**config.mk**
```make
export PLATFORM = sky130hd
export DESIGN_NAME = tile_draw_sequencer
export DESIGN_NICKNAME = d
export VERILOG_FILES = /design/src/rtl/tile_draw_sequencer_pkg.sv /design/src/rtl/tile_draw_sequencer_row_store.sv /design/src/rtl/tile_draw_sequencer.sv
export SDC_FILE = /design/constraint.sdc
export NUM_CORES = 1
export LEC_CHECK = 0
export BUFFER_PORTS_ARGS = -buffer_cell sky130_fd_sc_hd__buf_2
export CELL_PAD_IN_SITES_DETAIL_PLACEMENT = 1
export CELL_PAD_IN_SITES_GLOBAL_PLACEMENT = 1
export CORE_AREA = 4 4 81 83
export CTS_CLUSTER_SIZE = 8
export DETAILED_ROUTE_END_ITERATION = 16
export DIE_AREA = 0 0 85 87
export PLACE_DENSITY_LB_ADDON = 0.05
export RECOVER_POWER = 100
export SYNTH_ARGS = -nofsm -noshare
export SYNTH_HDL_FRONTEND = slang
export SYNTH_HIERARCHICAL = 1
export SYNTH_SLANG_ARGS = --single-unit
```
**constraint.sdc**
```tcl
create_clock -name clock -period 7.1 [get_ports clock]
set_input_delay 0.71 -clock clock [delete_from_list [all_inputs] [get_ports clock]]
set_output_delay 0.71 -clock clock [all_outputs]
set_load 0.01 [all_outputs]
```
**src/rtl/tile_draw_sequencer_pkg.sv**
```systemverilog
// Shared types and constants for the tile draw sequencer.
// Optional HIT_HIGHLIGHT_EN selects the hit colour for struck bottom tiles.
package tile_draw_sequencer_pkg;

  localparam int ROWS      = 6;
  localparam int LANES     = 4;
  localparam int ROW_PITCH = 40;

  localparam logic [2:0] COL_BG   = 3'b111;
  localparam logic [2:0] COL_TILE = 3'b000;
  localparam logic [2:0] COL_HIT  = 3'b001;

  typedef enum logic [2:0] {
    S_IDLE,
    S_CLR_GO,
    S_CLR_GAP,
    S_BLK_SCAN,
    S_BLK_GO,
    S_BLK_GAP,
    S_ADVANCE,
    S_DONE
  } state_t;

  function automatic logic [2:0] lane_sanitize(
    input logic       valid,
    input logic [2:0] lane
  );
    if (valid && lane != 3'd0 && lane <= 3'(LANES))
      return lane;
    return 3'd0;
  endfunction

endpackage

```
**src/rtl/tile_draw_sequencer_row_store.sv**
```systemverilog
// Row store: six lane entries, scroll shift, hit flag and miss detection.
// HIT_HIGHLIGHT_EN picks the hit colour for a struck bottom-row tile.
module tile_draw_sequencer_row_store
  import tile_draw_sequencer_pkg::*;
(
  input  logic       clock,
  input  logic       resetn,
  input  logic       i_shift,
  input  logic [2:0] i_lane,
  input  logic       i_lane_valid,
  input  logic       i_hit,
  input  logic [2:0] i_rd_addr,
  output logic [2:0] o_rd_data,
  output logic [2:0] o_rd_colour,
  output logic       o_miss,
  output logic       o_ready
);

  logic [ROWS-1:0][2:0] r_rows;
  logic                 r_hit_flag;
  logic                 r_miss;
  logic                 r_ready;
  logic                 w_row0_live;

  assign w_row0_live = (r_rows[0] != 3'd0);

  always_ff @(posedge clock or negedge resetn) begin
    if (!resetn) begin
      r_rows     <= '0;
      r_hit_flag <= 1'b0;
      r_miss     <= 1'b0;
      r_ready    <= 1'b0;
    end else begin
      r_miss  <= 1'b0;
      r_ready <= 1'b0;
      if (i_shift) begin
        r_rows     <= {lane_sanitize(i_lane_valid, i_lane),
                       r_rows[ROWS-1:1]};
        r_miss     <= w_row0_live && !r_hit_flag;
        r_ready    <= i_lane_valid;
        r_hit_flag <= 1'b0;
      end else if (i_hit && w_row0_live) begin
        r_hit_flag <= 1'b1;
      end
    end
  end

  assign o_rd_data = (i_rd_addr < 3'(ROWS)) ? r_rows[i_rd_addr] : 3'd0;

`ifdef HIT_HIGHLIGHT_EN
  assign o_rd_colour = (i_rd_addr == 3'd0 && r_hit_flag) ? COL_HIT
                                                          : COL_TILE;
`else
  assign o_rd_colour = (r_hit_flag && 1'b0) ? COL_HIT : COL_TILE;
`endif

  assign o_miss  = r_miss;
  assign o_ready = r_ready;

endmodule

```
**src/rtl/tile_draw_sequencer.sv**
```systemverilog
// Per-frame sequencer: clear four lanes, draw live tiles, then scroll.
// HIT_HIGHLIGHT_EN (in row store) draws a struck bottom tile in the hit colour.
module tile_draw_sequencer
  import tile_draw_sequencer_pkg::*;
(
  input  logic       clock,
  input  logic       resetn,
  input  logic       frame_tick,
  input  logic [1:0] speed,
  input  logic [2:0] new_lane,
  input  logic       new_lane_valid,
  output logic       new_lane_ready,
  input  logic       hit,
  output logic       line_go,
  input  logic       line_done,
  output logic [2:0] line_6,
  output logic       block_go,
  input  logic       block_done,
  output logic [2:0] block_line_id,
  output logic [2:0] block_row,
  output logic [5:0] offset,
  output logic [2:0] colour,
  output logic       busy,
  output logic       frame_done,
  output logic       miss
);

  state_t     r_state;
  logic [2:0] r_lane_cnt;
  logic [2:0] r_row_cnt;
  logic       r_pending;
  logic [5:0] r_offset;
  logic       r_line_go;
  logic [2:0] r_line_6;
  logic       r_block_go;
  logic [2:0] r_block_line_id;
  logic [2:0] r_block_row;
  logic [2:0] r_colour;
  logic       r_busy;
  logic       r_frame_done;

  logic [6:0] w_sum;
  logic       w_wrap;
  logic [5:0] w_off_next;
  logic       w_shift;
  logic [2:0] w_rd_data;
  logic [2:0] w_rd_colour;

  assign w_sum      = {1'b0, r_offset} + 7'(speed);
  assign w_wrap     = (w_sum >= 7'(ROW_PITCH));
  assign w_off_next = 6'(w_wrap ? w_sum - 7'(ROW_PITCH) : w_sum);
  assign w_shift    = (r_state == S_ADVANCE) && w_wrap;

  tile_draw_sequencer_row_store u_rows (
    .clock        (clock),
    .resetn       (resetn),
    .i_shift      (w_shift),
    .i_lane       (new_lane),
    .i_lane_valid (new_lane_valid),
    .i_hit        (hit),
    .i_rd_addr    (r_row_cnt),
    .o_rd_data    (w_rd_data),
    .o_rd_colour  (w_rd_colour),
    .o_miss       (miss),
    .o_ready      (new_lane_ready)
  );

  always_ff @(posedge clock or negedge resetn) begin
    if (!resetn) begin
      r_state         <= S_IDLE;
      r_lane_cnt      <= 3'd0;
      r_row_cnt       <= 3'd0;
      r_pending       <= 1'b0;
      r_offset        <= 6'd0;
      r_line_go       <= 1'b0;
      r_line_6        <= 3'd1;
      r_block_go      <= 1'b0;
      r_block_line_id <= 3'd0;
      r_block_row     <= 3'd0;
      r_colour        <= COL_BG;
      r_busy          <= 1'b0;
      r_frame_done    <= 1'b0;
    end else begin
      r_frame_done <= 1'b0;
      // A tick while a pass runs is remembered once; extras are dropped.
      if (frame_tick && r_state != S_IDLE)
        r_pending <= 1'b1;
      unique case (r_state)
        S_IDLE: begin
          if (frame_tick || r_pending) begin
            r_pending  <= 1'b0;
            r_lane_cnt <= 3'd1;
            r_line_6   <= 3'd1;
            r_line_go  <= 1'b1;
            r_colour   <= COL_BG;
            r_busy     <= 1'b1;
            r_state    <= S_CLR_GO;
          end
        end
        S_CLR_GO: begin
          if (line_done) begin
            r_line_go <= 1'b0;
            r_state   <= S_CLR_GAP;
          end
        end
        S_CLR_GAP: begin
          if (r_lane_cnt < 3'(LANES)) begin
            r_lane_cnt <= r_lane_cnt + 3'd1;
            r_line_6   <= r_lane_cnt + 3'd1;
            r_line_go  <= 1'b1;
            r_colour   <= COL_BG;
            r_state    <= S_CLR_GO;
          end else begin
            r_row_cnt <= 3'd0;
            r_state   <= S_BLK_SCAN;
          end
        end
        S_BLK_SCAN: begin
          if (r_row_cnt >= 3'(ROWS)) begin
            r_state <= S_ADVANCE;
          end else if (w_rd_data == 3'd0) begin
            r_row_cnt <= r_row_cnt + 3'd1;
          end else begin
            r_block_go      <= 1'b1;
            r_block_line_id <= w_rd_data;
            r_block_row     <= r_row_cnt;
            r_colour        <= w_rd_colour;
            r_state         <= S_BLK_GO;
          end
        end
        S_BLK_GO: begin
          if (block_done) begin
            r_block_go <= 1'b0;
            r_state    <= S_BLK_GAP;
          end
        end
        S_BLK_GAP: begin
          r_row_cnt <= r_row_cnt + 3'd1;
          r_state   <= S_BLK_SCAN;
        end
        S_ADVANCE: begin
          r_offset     <= w_off_next;
          r_frame_done <= 1'b1;
          r_state      <= S_DONE;
        end
        S_DONE: begin
          r_busy  <= 1'b0;
          r_state <= S_IDLE;
        end
        default: r_state <= S_IDLE;
      endcase
    end
  end

  assign line_go       = r_line_go;
  assign line_6        = r_line_6;
  assign block_go      = r_block_go;
  assign block_line_id = r_block_line_id;
  assign block_row     = r_block_row;
  assign offset        = r_offset;
  assign colour        = r_colour;
  assign busy          = r_busy;
  assign frame_done    = r_frame_done;

endmodule

```
=== Word level (Yosys, flattened, before mapping) ===
Cells that the tools add are included.

* Input bits: 12
* Register bits: 53
* Logic and storage cells: 121

* Equal/unequal tests: 16
* Add/subtract/negate cells: 4
* Reduce and logical (&&, ||, !) cells: 28
* Muxes and demuxes: 43
* Bitwise logic cells: 2
* Order comparisons: 6

{| class="wikitable"
|+ Operators by type and width
! operator !! count
|-
| 3-bit 2-to-1 mux || 17
|-
| 3-bit case mux with 8 select lines || 1
|-
| 3-bit case mux with 3 select lines || 2
|-
| 3-bit nonzero test || 6
|-
| 1-bit 2-to-1 mux || 16
|-
| 2-bit != test (second input constant) || 8
|-
| 4-bit AND reduction || 4
|-
| 3-bit equality test (second input constant) || 4
|-
| 3-bit binary-select mux with 3-bit select || 1
|-
| 2-bit nonzero test || 4
|-
| 6-bit by 2-bit adder with 7-bit output || 1
|-
| 7-bit by 6-bit greater-or-equal comparator with 1-bit output (second input constant) || 1
|-
| 3-bit by 1-bit adder with 3-bit output (second input constant) || 2
|-
| 3-bit by 2-bit equality test with 1-bit output (second input constant) || 2
|-
| 1-bit logical AND || 6
|-
| 3-bit zero test || 2
|-
| 3-bit < comparator (second input constant) || 2
|-
| 6-bit 2-to-1 mux || 1
|-
| 3-bit case mux with 2 select lines || 1
|-
| 3-bit AND reduction || 2
|-
| 6-bit subtractor (second input constant) || 1
|-
| 5-bit AND reduction || 1
|-
| 3-bit by 4-bit < comparator with 1-bit output (second input constant) || 1
|-
| 1-bit case mux with 2 select lines || 2
|-
| other kinds (10) || 11
|}

=== Depth between registers and ports, before layout ===
Gate-level depths: netlist of run 1.

* Depth in word-level cells: 7
* Gate-level depth with buffers: 14
* Gate-level depth less buffers: 12

=== Hierarchy ===
The synthesis of run 1 kept the hierarchy.

{| class="wikitable"
|+ Modules (own cells, without submodules)
! module !! area each (µm²) !! instances !! cells each !! sequential area each (µm²)
|-
| tile_draw_sequencer || 1729.2 || 1 || 183 || 755.7
|-
| tile_draw_sequencer_row_store || 997.2 || 1 || 78 || 525.5
|}

=== Worst setup path after synthesis of run 1 ===
OpenSTA, ideal clock, no wires.

* Path kind: in2reg
* Start: input port speed[0]
* End: register u_rows/r_rows[0] in the netlist's numbering
* Library setup time: 0.125 ns
* Path buffers: 2
* Path slack: 4.160 ns
* Stages: 13
* Data required time: 6.975 ns
* Arrival: 2.815 ns
* Path through: ha_1 -> inv_1 -> fa_1 -> inv_1 -> and3_1 -> xnor2_1 -> ha_1 -> o41ai_1 -> nand2_1 -> a21oi_1 -> buf_2 -> buf_6 -> mux2_2

* Longest elaborated chain between the ends: 3

{| class="wikitable"
|+ Ends and longest elaborated chain
! item !! line !! source
|-
| from (decl) || tile_draw_sequencer.sv:9 || <nowiki>input logic [1:0] speed,</nowiki>
|-
| 6-bit by 2-bit adder with 7-bit output || tile_draw_sequencer.sv:49 || <nowiki>assign w_sum = {1'b0, r_offset} + 7'(speed);</nowiki>
|-
| 7-bit by 6-bit greater-or-equal comparator with 1-bit output || tile_draw_sequencer.sv:50 || <nowiki>assign w_wrap = (w_sum >= 7'(ROW_PITCH));</nowiki>
|-
| 1-bit logical AND || tile_draw_sequencer.sv:52 || <nowiki>assign w_shift = (r_state == S_ADVANCE) && w_wrap;</nowiki>
|-
| via w_shift || tile_draw_sequencer.sv:45 || <nowiki>logic w_shift;</nowiki>
|-
| to (signal assigned) || tile_draw_sequencer_row_store.sv:37 || <nowiki>r_rows <= {lane_sanitize(i_lane_valid, i_lane),</nowiki>
|-
| to (decl) || tile_draw_sequencer_row_store.sv:19 || <nowiki>logic [ROWS-1:0][2:0] r_rows;</nowiki>
|}

The timed path passes the listed nets, and every way through them passes these cells.
A chain may end at the register's enable or synchronous reset.

=== Worst setup path in the final report of run 1 ===
Ends and elaborated chain as after synthesis.

==> results of run 1 <==
[state kept, by name, indices dropped and copies added (netlist names), 3 cells and up]
name,count
block_line_id,3
block_row,3
colour,3
offset,6
r_lane_cnt,3
r_row_cnt,3
r_state,3
u_rows/r_rows,18
[cells by family (layout without fill, tap and decap cells)]
| group | Yosys count | count (layout) | synth area share (%) |
|---|---|---|---|
| flip-flops | 51 | 51 | 47.0 |
| other | 1 | 3 | 0.138 |
| buffers and inverters | 34 | 59 | 6.61 |
| adder cells (fa/ha/maj) | 7 | 7 | 3.49 |
| multiplexers | 32 | 32 | 12.8 |
| AND/OR/NAND/NOR | 76 | 76 | 14.1 |
| AO/OA/AOI/OAI | 54 | 54 | 14.0 |
| XOR/XNOR | 6 | 6 | 1.93 |
[stage by stage]
stage	total power, W	hold slack (ps)	setup slack, ps	instances	utilization [%]
after CTS	0.00108	491	3720	363	51.0
after global routing	0.00115	541	2850	363	50.3
after detailed placement	0.000906	469	3390	355	49.4
after global placement	0.000892	455	3450	355	49.4
after floorplan	0.000785	414	4160	263	-
final	0.00105	489	3120	363	50.3
[metal layers]
metal / vias to the layer above / share of wire (%) / global-route usage, %
li1: 968 / - / -
met1: 963 / 47 / 21.7
met2: 26 / 48 / 28.0
met3: 9 / 2.9 / 2.37
met4: 0 / 1.7 / 5.90
met5: - / 0 / 0
[worst reg2reg max path, delay by kind of cell, from the launching register on]
family	cells	cell delay, ps
muxes	1	450
AOI/OAI and AO/OA	2	1560
adders and majority gates	3	830
DFF	1	400
and+or+nand+nor	2	310
xor gates and xnor gates	1	100
buffers and inverters	2	160
[where the power goes]
group	switching, W	internal (W)
clock	0.000102	0.0000706
combinational	0.000226	0.000181
sequential	0.000109	0.000364
total	0.000437	0.000615
[how the worst max path moves through the flow]
stage | startpoint | endpoint | slack (ps) | depth (start not counted)
2_1_floorplan | speed[0] | u_rows/r_rows[0] | 4160 | 13
3_3_place_gp | speed[0] | u_rows/r_rows[11] | 3450 | 12
3_5_place_dp | speed[0] | u_rows/r_rows[0] | 3390 | 12
4_1_cts | speed[0] | u_rows/r_rows[0] | 3720 | 12
5_1_grt | speed[0] | u_rows/r_rows[6] | 2850 | 12
6_report | speed[0] | u_rows/r_rows[0] | 3120 | 12
[cells in the mapped netlist (2+ instances only)]
master     n
a21o_1     3
a21oi_1    9
a31oi_1    5
and2_1     3
and3b_1    2
buf_1      2
buf_2      6
buf_4      6
buf_6      3
clkbuf_1   2
dfrtp_1   47
dfstp_2    4
ha_1       6
inv_1     12
inv_2      3
mux2_1     2
mux2_2    20
mux2i_1   10
nand2_1   24
nand2b_1   4
nand3_1    3
nand4_1    3
nor2_1    15
nor2b_1    4
nor3_1     4
o21a_1     4
o21ai_0    7
o21ai_1    6
o22ai_1    4
o31a_1     2
o32a_1     3
or3_1      6
xnor2_1    5
[area by class of cell]
cell class                 instances  area share [%]
sequential                        51            43.6
multi-input combinational        178            43.1
timing repair buffer              36            5.06
tap                               75            3.19
clock buffer                       5            2.34
inverter                          15            1.91
clock inverter                     3           0.851
==> impl_metrics.tcl, run 1 <==
set metrics [dict create \
    status "finished, violations left" \
    violations "capacitance limit, slew limit" \
    synth-seq-area-share_pct 47.0 \
    async_flop_share_pct 100 \
    cp_num_buf_inv 3 \
    critPathArrivalTime_ps 4180 \
    period_needed_ps 3980 \
    rsz0062_at_grt "false" \
    initial_core_util_pct 46.6 \
    dieArea_um2 7400 \
    grt_pass1_vias 2004 \
    synthTopCellsByArea "dfrtp_1, mux2_2, dfstp_2" \
    final_common_cell "dfrtp_1" \
    n_antenna_cell 0 \
    io_pins 36 \
    seq_area_um2 1280 \
    skew_ps 5.23 \
    reg2reg_slack_ps 3160 \
    core_region_area_um2 5850 \
    yosys.area.top_type "dfrtp_1" \
    ff2ff_path_depth 11 \
    stdcell_area_um2 2940 \
    port_buffers 35 \
    r2r_end "u_rows/r_rows[0]" \
    multi_input_area_um2 1270 \
    netlist.area_leader.share_pct 43.1 \
    grt_pass1_wl_um 9890 \
    ys_ff_latch 51 \
    drt_iter0_drc 132 \
    cp-end-kind "flip-flop" \
    ant_nets 0 \
    slew_viol_final 77 \
    hpwl_um 4100 \
    cts_buffers 5 \
    cap_violations 2 \
    syn_avg_cell_area_um2 10.4 \
    ir_drop_mv 0.142 \
    cts_tree "yes" \
    worstPathMaxFanout 24 \
    fin_crit_sh_pct 56.1 \
    hold_path_class "reg -> reg" \
    whs_path_depth 1 \
    crit_family "compound AO/OA/AOI/OAI gates" \
    worst_path_largest_cell_delay_ps 1460 \
    relSlewSlack_pct -83.5 \
    cts_root_buf "clkbuf_8" \
    antenna_found_initial 0 \
    grt_overflow 0 \
    clockBufferDepth 2 \
    drc 0 \
    dpl-instance-area_um2 2890 \
    setup_viol 0 \
    cp.required_ps 7300 \
    hold_viol 0 \
    slowest_stage "a21oi_1" \
    gp_congestion 0.817 \
    ctsHtreeMaxLevel 2 \
    setup-tns-final_ps 0 \
    area_growth_pct 7.89 \
    rows 28 \
    clock_latency_ps 310 \
    postCtsHoldBufs 0 \
    fp.dieW_um 85 \
    max_slew.worst_pin.slew_ps 2750 \
    synth-edff-count 0 \
    yosysWarnings 6 \
    synthFlopType "dfrtp_1" \
    ctsResizeCount 0 \
    grt_max_degree 52 \
    p_leak_nw 1.32 \
    holdPathEnd "line_go" \
    drive_gt1_share_pct 16.7 \
    n_fill_cell 667 \
    wire_per_inst_um 15.5 \
    synth_cells 261 \
    fmax_mhz 251 \
    gr-usage-all-layers_pct 16.6 \
    totalWireLength_um 5630 \
    final_nets 306 \
    clk_pin_slew_ps 100 \
    reg2reg_from "offset[0]" \
    crit_path_start_kind "input pin" \
    vias_per_cell 5.42 \
    drt-pass1-iter-count 4 \
    worstHoldStart "line_go" \
    final_cell_mix "dfrtp_1, clkbuf_1, nand2_1, mux2_2, nor2_1" \
    crit_path_cell_trace "buf_2 > ha_1 > inv_1 > fa_1 > inv_1 > and3_1 > xnor2_1 > ha_1 > o41ai_1 > nand2_1 > a21oi_1 > mux2_2" \
    post_cts_buffers 0 \
    synth_cell_types 55 \
    chipHeight_um 87 \
    vias 1966 \
    synth_area_um2 2730 \
    power_density_nw_per_um2 358 \
    clkSinkCount 51 \
    crit_type "in -> reg" \
]
No activity file was read; power rests on OpenSTA's default activity.
==> run 2, diff against run 1 <==
--- a/config.mk
+++ b/config.mk
@@ -8,10 +8,10 @@
 export BUFFER_PORTS_ARGS = -buffer_cell sky130_fd_sc_hd__buf_2
 export CELL_PAD_IN_SITES_DETAIL_PLACEMENT = 1
 export CELL_PAD_IN_SITES_GLOBAL_PLACEMENT = 1
-export CORE_AREA = 4 4 81 83
+export CORE_AREA = 4 4 87 89
 export CTS_CLUSTER_SIZE = 8
 export DETAILED_ROUTE_END_ITERATION = 16
-export DIE_AREA = 0 0 85 87
+export DIE_AREA = 0 0 91 93
 export PLACE_DENSITY_LB_ADDON = 0.05
 export RECOVER_POWER = 100
 export SYNTH_ARGS = -nofsm -noshare
==> constraint.sdc (replaced) <==
create_clock -name clock -period 3.5 [get_ports clock]
set_input_delay 0.35 -clock clock [delete_from_list [all_inputs] [get_ports clock]]
set_output_delay 0.35 -clock clock [all_outputs]
set_load 0.01 [all_outputs]
==> impl_metrics.tcl, run 2 (synthesis results as in run 1) <==
set metrics [dict create \
    utilization_pct 44.1 \
    hold_viol 0 \
    reg2reg_from "offset[0]" \
    dieArea_um2 8460 \
    fin_crit_sh_pct 80.6 \
    hpwl_um 4050 \
    max_slew.worst_pin.slew_ps 1810 \
    final_cell_mix "dfrtp_1, clkbuf_1, nand2_1, mux2_2, nor2_1" \
    postCtsHoldBufs 0 \
    fmax_mhz 354 \
    cap_violations 1 \
    drive_gt1_share_pct 16.9 \
    rows 30 \
    antenna_found_initial 0 \
    final-instance-count-excl-fill 370 \
    cp.required_ps 3690 \
    power_density_nw_per_um2 737 \
    drt_iter0_drc 79 \
    ff2ff_path_depth 12 \
    slew_viol_final 34 \
    cp_num_buf_inv 3 \
    reg2reg_slack_ps 680 \
    crit_family "adder cells" \
    clock_latency_ps 310 \
    largest-register "u_rows/r_rows" \
    placed_cells 362 \
    clkSinkCount 51 \
    critPathArrivalTime_ps 3020 \
    crit_path_cell_trace "ha_1 > inv_1 > fa_1 > inv_1 > and3_1 > xnor2_1 > ha_1 > o41ai_1 > nand2_1 > a21oi_1 > buf_4 > mux2_2" \
    ant_nets 0 \
    cp-end-kind "flip-flop" \
    vias_per_cell 5.41 \
    gr-usage-all-layers_pct 14.2 \
    io_pins 36 \
    clk_pin_slew_ps 100 \
    wire_per_inst_um 15.3 \
    grt_overflow 0 \
    grt_max_degree 34 \
    holdPathEnd "u_rows/r_hit_flag" \
    whs_path_depth 3 \
    crit_path_start_kind "flip-flop" \
    r2r_end "u_rows/r_rows[1]" \
    skew_ps 11.0 \
    port_buffers 35 \
    slowest_stage "dfrtp_1" \
    violations "capacitance limit, slew limit" \
    initial_core_util_pct 40.4 \
    stdcell_area_um2 2980 \
    ctsResizeCount 0 \
    area_growth_pct 9.36 \
    p_leak_nw 1.35 \
    relSlewSlack_pct -20.9 \
    layout_setup_ws_ps 678 \
    grt_pass1_wl_um 9820 \
    period_needed_ps 2820 \
    drt-pass1-iter-count 4 \
    drc 0 \
    final_nets 308 \
    chipHeight_um 93 \
    cts_tree "yes" \
    dpl_worst_slack_ps 614 \
    hold_path_class "in -> reg" \
    worstHoldStart "hit" \
    worstPathMaxFanout 24 \
    status "finished, violations left" \
    largest_reg_flops 18 \
    ctsHtreeMaxLevel 2 \
    setup_viol 0 \
    clockBufferDepth 2 \
    cts_buffers 5 \
    n_antenna_cell 0 \
    crit_type "reg -> reg" \
    totalWireLength_um 5660 \
    vias 2002 \
    post_cts_buffers 0 \
    worst_path_largest_cell_delay_ps 380 \
    setup-tns-final_ps 0 \
    rsz0062_at_grt "false" \
    gp_congestion 0.754 \
    n_fill_cell 780 \
    final_common_cell "dfrtp_1" \
    cts_root_buf "clkbuf_8" \
    fp.dieW_um 91 \
    core_region_area_um2 6760 \
    dpl-instance-area_um2 2910 \
    grt_pass1_vias 1973 \
    ir_drop_mv 0.290 \
]
run 2: cell count changes in the layout (fill, tap and decap cells not counted):
| cell | change |
|---|---|
| and2_1 | +1 |
| clkinv_4 | -1 |
| clkinvlp_4 | -1 |
| and2_0 | -1 |
| dfstp_1 | +1 |
| bufinv_16 | +1 |
| dfstp_2 | -1 |
| clkinv_2 | +1 |
| buf_4 | +2 |
run 2: cell type report:
type                       instances  area [um^2]  share of cell area [%]
timing repair buffer              38          164                    5.50
sequential                        51         1280                    43.0
tap                               80          100                    3.36
clock buffer                       5         68.8                    2.31
inverter                          15         56.3                    1.89
multi-input combinational        178         1270                    42.5
clock inverter                     3         43.8                    1.47
run 2: how the worst max path moves through the flow:
stage	end	depth (start not counted)	start
final	u_rows/r_rows[1]	12	offset[0]
after global routing	u_rows/r_rows[1]	12	offset[0]
after CTS	u_rows/r_rows[1]	12	offset[0]
after detailed placement	u_rows/r_rows[14]	13	speed[0]
after global placement	u_rows/r_rows[5]	13	speed[0]
after floorplan	u_rows/r_rows[0]	13	offset[0]
run 2: routing by layer:
metal	vias up	track usage [%]	wire length, um
li1	974	-	-
met1	981	20.0	2840
met2	40	21.9	2500
met3	7	2.57	232
met4	0	4.90	84
met5	-	0	0
run 2: worst register-to-register path, cell delays in order (launching register included):
cell     delay, ps
dfrtp_1        380
ha_1           210
inv_1           70
fa_1           370
inv_1           90
and3_1         210
xnor2_1        100
ha_1           260
o41ai_1        110
nand2_1        100
a21oi_1        160
buf_4          300
mux2_2         380
run 2: through the flow:
stage / hold WS [ps] / power [W]
floorplan: 54.4 / 0.00159
global placement: 457 / 0.00183
detailed placement: 468 / 0.00184
CTS: 139 / 0.00227
global route: 265 / 0.00241
finish: 271 / 0.00220
run 2: power breakdown:
group	internal [W]	switching [W]	total (W)
clock	0.000213	0.000200	0.000413
combinational	0.000376	0.000482	0.000858
sequential	0.000736	0.000190	0.000927
==> run 3, diff against run 2 <==
--- a/config.mk
+++ b/config.mk
@@ -5,13 +5,14 @@
 export SDC_FILE = /design/constraint.sdc
 export NUM_CORES = 1
 export LEC_CHECK = 0
+export ABC_AREA = 1
 export BUFFER_PORTS_ARGS = -buffer_cell sky130_fd_sc_hd__buf_2
 export CELL_PAD_IN_SITES_DETAIL_PLACEMENT = 1
 export CELL_PAD_IN_SITES_GLOBAL_PLACEMENT = 1
-export CORE_AREA = 4 4 87 89
+export CORE_AREA = 4 4 86 88
 export CTS_CLUSTER_SIZE = 8
 export DETAILED_ROUTE_END_ITERATION = 16
-export DIE_AREA = 0 0 91 93
+export DIE_AREA = 0 0 90 92
 export PLACE_DENSITY_LB_ADDON = 0.05
 export RECOVER_POWER = 100
 export SYNTH_ARGS = -nofsm -noshare
==> constraint.sdc (replaced) <==
create_clock -name clock -period 2.7 [get_ports clock]
set_input_delay 0.27 -clock clock [delete_from_list [all_inputs] [get_ports clock]]
set_output_delay 0.27 -clock clock [all_outputs]
set_load 0.01 [all_outputs]
==> impl_metrics.tcl, run 3 <==
set metrics [dict create \
    vias_per_cell 4.77 \
    netlist.area_leader.share_pct 43.3 \
    rsz0062_at_grt "false" \
    initial_core_util_pct 40.8 \
    clkSinkCount 51 \
    ctsHtreeMaxLevel 2 \
    synth_cells 347 \
    yosysWarnings 6 \
    synth-seq-area-share_pct 47.2 \
    final_nets 404 \
    grt_overflow 0 \
    area_growth_pct 11.7 \
    fp.dieW_um 90 \
    drive_gt1_share_pct 13.2 \
    slew_viol_final 41 \
    final_common_cell "nand2_1" \
    worstPathMaxFanout 18 \
    power_density_nw_per_um2 1160 \
    ant_nets 0 \
    p_leak_nw 1.53 \
    io_pins 36 \
    hold_path_class "in -> reg" \
    chipHeight_um 92 \
    crit_type "reg -> reg" \
    largest-register "u_rows/r_rows" \
    synth-edff-count 0 \
    wire_per_inst_um 13.5 \
    crit_family "adder cells" \
    synth_area_um2 2710 \
    synthFlopType "dfrtp_1" \
    clk_pin_slew_ps 100 \
    reg2reg_slack_ps 250 \
    fmax_mhz 408 \
    totalWireLength_um 6290 \
    setup-tns-final_ps 0 \
    synth.top_cells.by_count "nand2_1, inv_1, dfrtp_1, o21ai_0, nand3_1" \
    port_buffers 35 \
    ys_ff_latch 51 \
    n_antenna_cell 0 \
    hold_viol 0 \
    p_total_w 0.00351 \
    vias 2225 \
    r2r_end "u_rows/r_rows[1]" \
    cts_tree "yes" \
    grt_pass1_wl_um 11100 \
    period_needed_ps 2450 \
    grt_pass1_vias 2358 \
    cts_root_buf "clkbuf_8" \
    grt_max_degree 41 \
    clockBufferDepth 2 \
    ir_drop_mv 0.416 \
    synth_most_common_cell "nand2_1" \
    worst_path_largest_cell_delay_ps 420 \
    route.met3.wl_um 146 \
    gp_congestion 0.824 \
    crit_path_cell_trace "ha_4 > inv_1 > fa_2 > nor2_2 > nand2_1 > nand2_2 > inv_1 > ha_1 > inv_1 > nand3_2 > nand2_1 > inv_1 > nand2_2 > nand2_1 > inv_2 > buf_6 > o21ai_0" \
    syn_avg_cell_area_um2 7.82 \
    crit_path_start_kind "flip-flop" \
    routed-wl-met2_um 3030 \
    cp_common_cell "inv_1" \
    largest_reg_flops 18 \
    hpwl_um 4610 \
    stdcell_area_um2 3030 \
    cts_buffers 5 \
    synth_cell_types 31 \
    antenna_found_initial 0 \
    cp_num_buf_inv 6 \
    clock_latency_ps 310 \
    drt-met1-wl_um 3050 \
    cp-end-kind "flip-flop" \
    violations "capacitance limit, slew limit" \
    drt_iter0_drc 39 \
    cp.depth 17 \
    gr-usage-all-layers_pct 16.1 \
    relSlewSlack_pct -43.8 \
    crit_start "offset[0]" \
    final_cell_mix "nand2_1, inv_1, dfrtp_1, o21ai_0, nand3_1" \
    fin_crit_sh_pct 90.8 \
    highest_layer "met4" \
    ff2ff_path_depth 17 \
    synthTopCellsByArea "dfrtp_1, nand2_1, inv_1" \
    utilization_pct 45.6 \
    endpoint "u_rows/r_rows[1]" \
    core_region_area_um2 6640 \
    dieArea_um2 8280 \
    cap_violations 1 \
    slowest_stage "fa_2" \
    rows 30 \
    skew_ps 8.74 \
    max_slew.worst_pin.slew_ps 2160 \
    drt-pass1-iter-count 4 \
    final-instance-count-excl-fill 466 \
    async_flop_share_pct 100 \
    dpl-instance-area_um2 2930 \
    yosys.area.top_type "dfrtp_1" \
    status "finished, violations left" \
    placed_cells 455 \
    setup_viol 0 \
    reg2reg_from "offset[0]" \
    drc 0 \
    critPathArrivalTime_ps 2640 \
    cp.required_ps 2890 \
]
[run 3: cell count changes after synthesis, sizes merged, moves of 6 or more]
cell,previous run,this run
buf,17,11
inv,15,61
mux2,22,0
mux2i,10,0
nand2,24,101
nand3,3,28
nor2,15,25
o21ai,13,43
or3,6,0
[run 3: layout make-up]
class	instances	area (um^2)
multi-input combinational	226	1130
clock buffer	5	68.8
tap	80	100
sequential	51	1280
fill	868	3610
clock inverter	3	15.0
timing repair buffer	40	203
inverter	61	234
[run 3: per-layer routing]
layer / vias up / GRT usage, %
li1: 1153 / -
met1: 1044 / 21.1
met2: 23 / 27.4
met3: 5 / 3.04
met4: 0 / 4.21
met5: - / 0
[run 3: cell families after synthesis]
logic type      synth area share, %
other cells                   0.138
fa+ha+maj                      3.50
flops                          47.2
xor+xnor                      0.323
buf+inv                        12.0
simple gates                   26.1
compound gates                 10.7
[run 3: stage by stage]
step,setup WS [ps],hold WS [ps]
2_1_floorplan,260,-25.6
3_3_place_gp,194,412
3_5_place_dp,24.9,423
4_1_cts,26.1,124
5_1_grt,21.3,143
6_report,247,166
[run 3: worst min path at each step]
stage	slack (ps)	cells past startpoint	to	start
2_1_floorplan	-30	0	block_go	resetn
3_3_place_gp	410	1	u_rows/o_miss	u_rows/r_hit_flag
3_5_place_dp	420	1	u_rows/o_miss	u_rows/r_hit_flag
4_1_cts	120	1	u_rows/o_miss	resetn
5_1_grt	140	2	block_go	block_done
6_report	170	2	block_go	block_done
[run 3: repair_timing]
| action | CTS | global route |
|---|---|---|
| setup endpoints to repair | 1 | 21 |
| pin swaps | 0 | 3 |
| cloned | 0 | 1 |
| buffers inserted | 1 | 1 |
| resized for setup | 0 | 10 |
| hold buffers | 0 | 0 |
[run 3: power breakdown]
group | leakage (nW) | total, W | internal (W) | switching, W
Combinational | 0.884 | 0.00166 | 0.000566 | 0.00109
Clock | 0.0477 | 0.000442 | 0.000178 | 0.000264
Sequential | 0.602 | 0.00141 | 0.00112 | 0.000289
Total | 1.53 | 0.00351 | 0.00187 | 0.00164
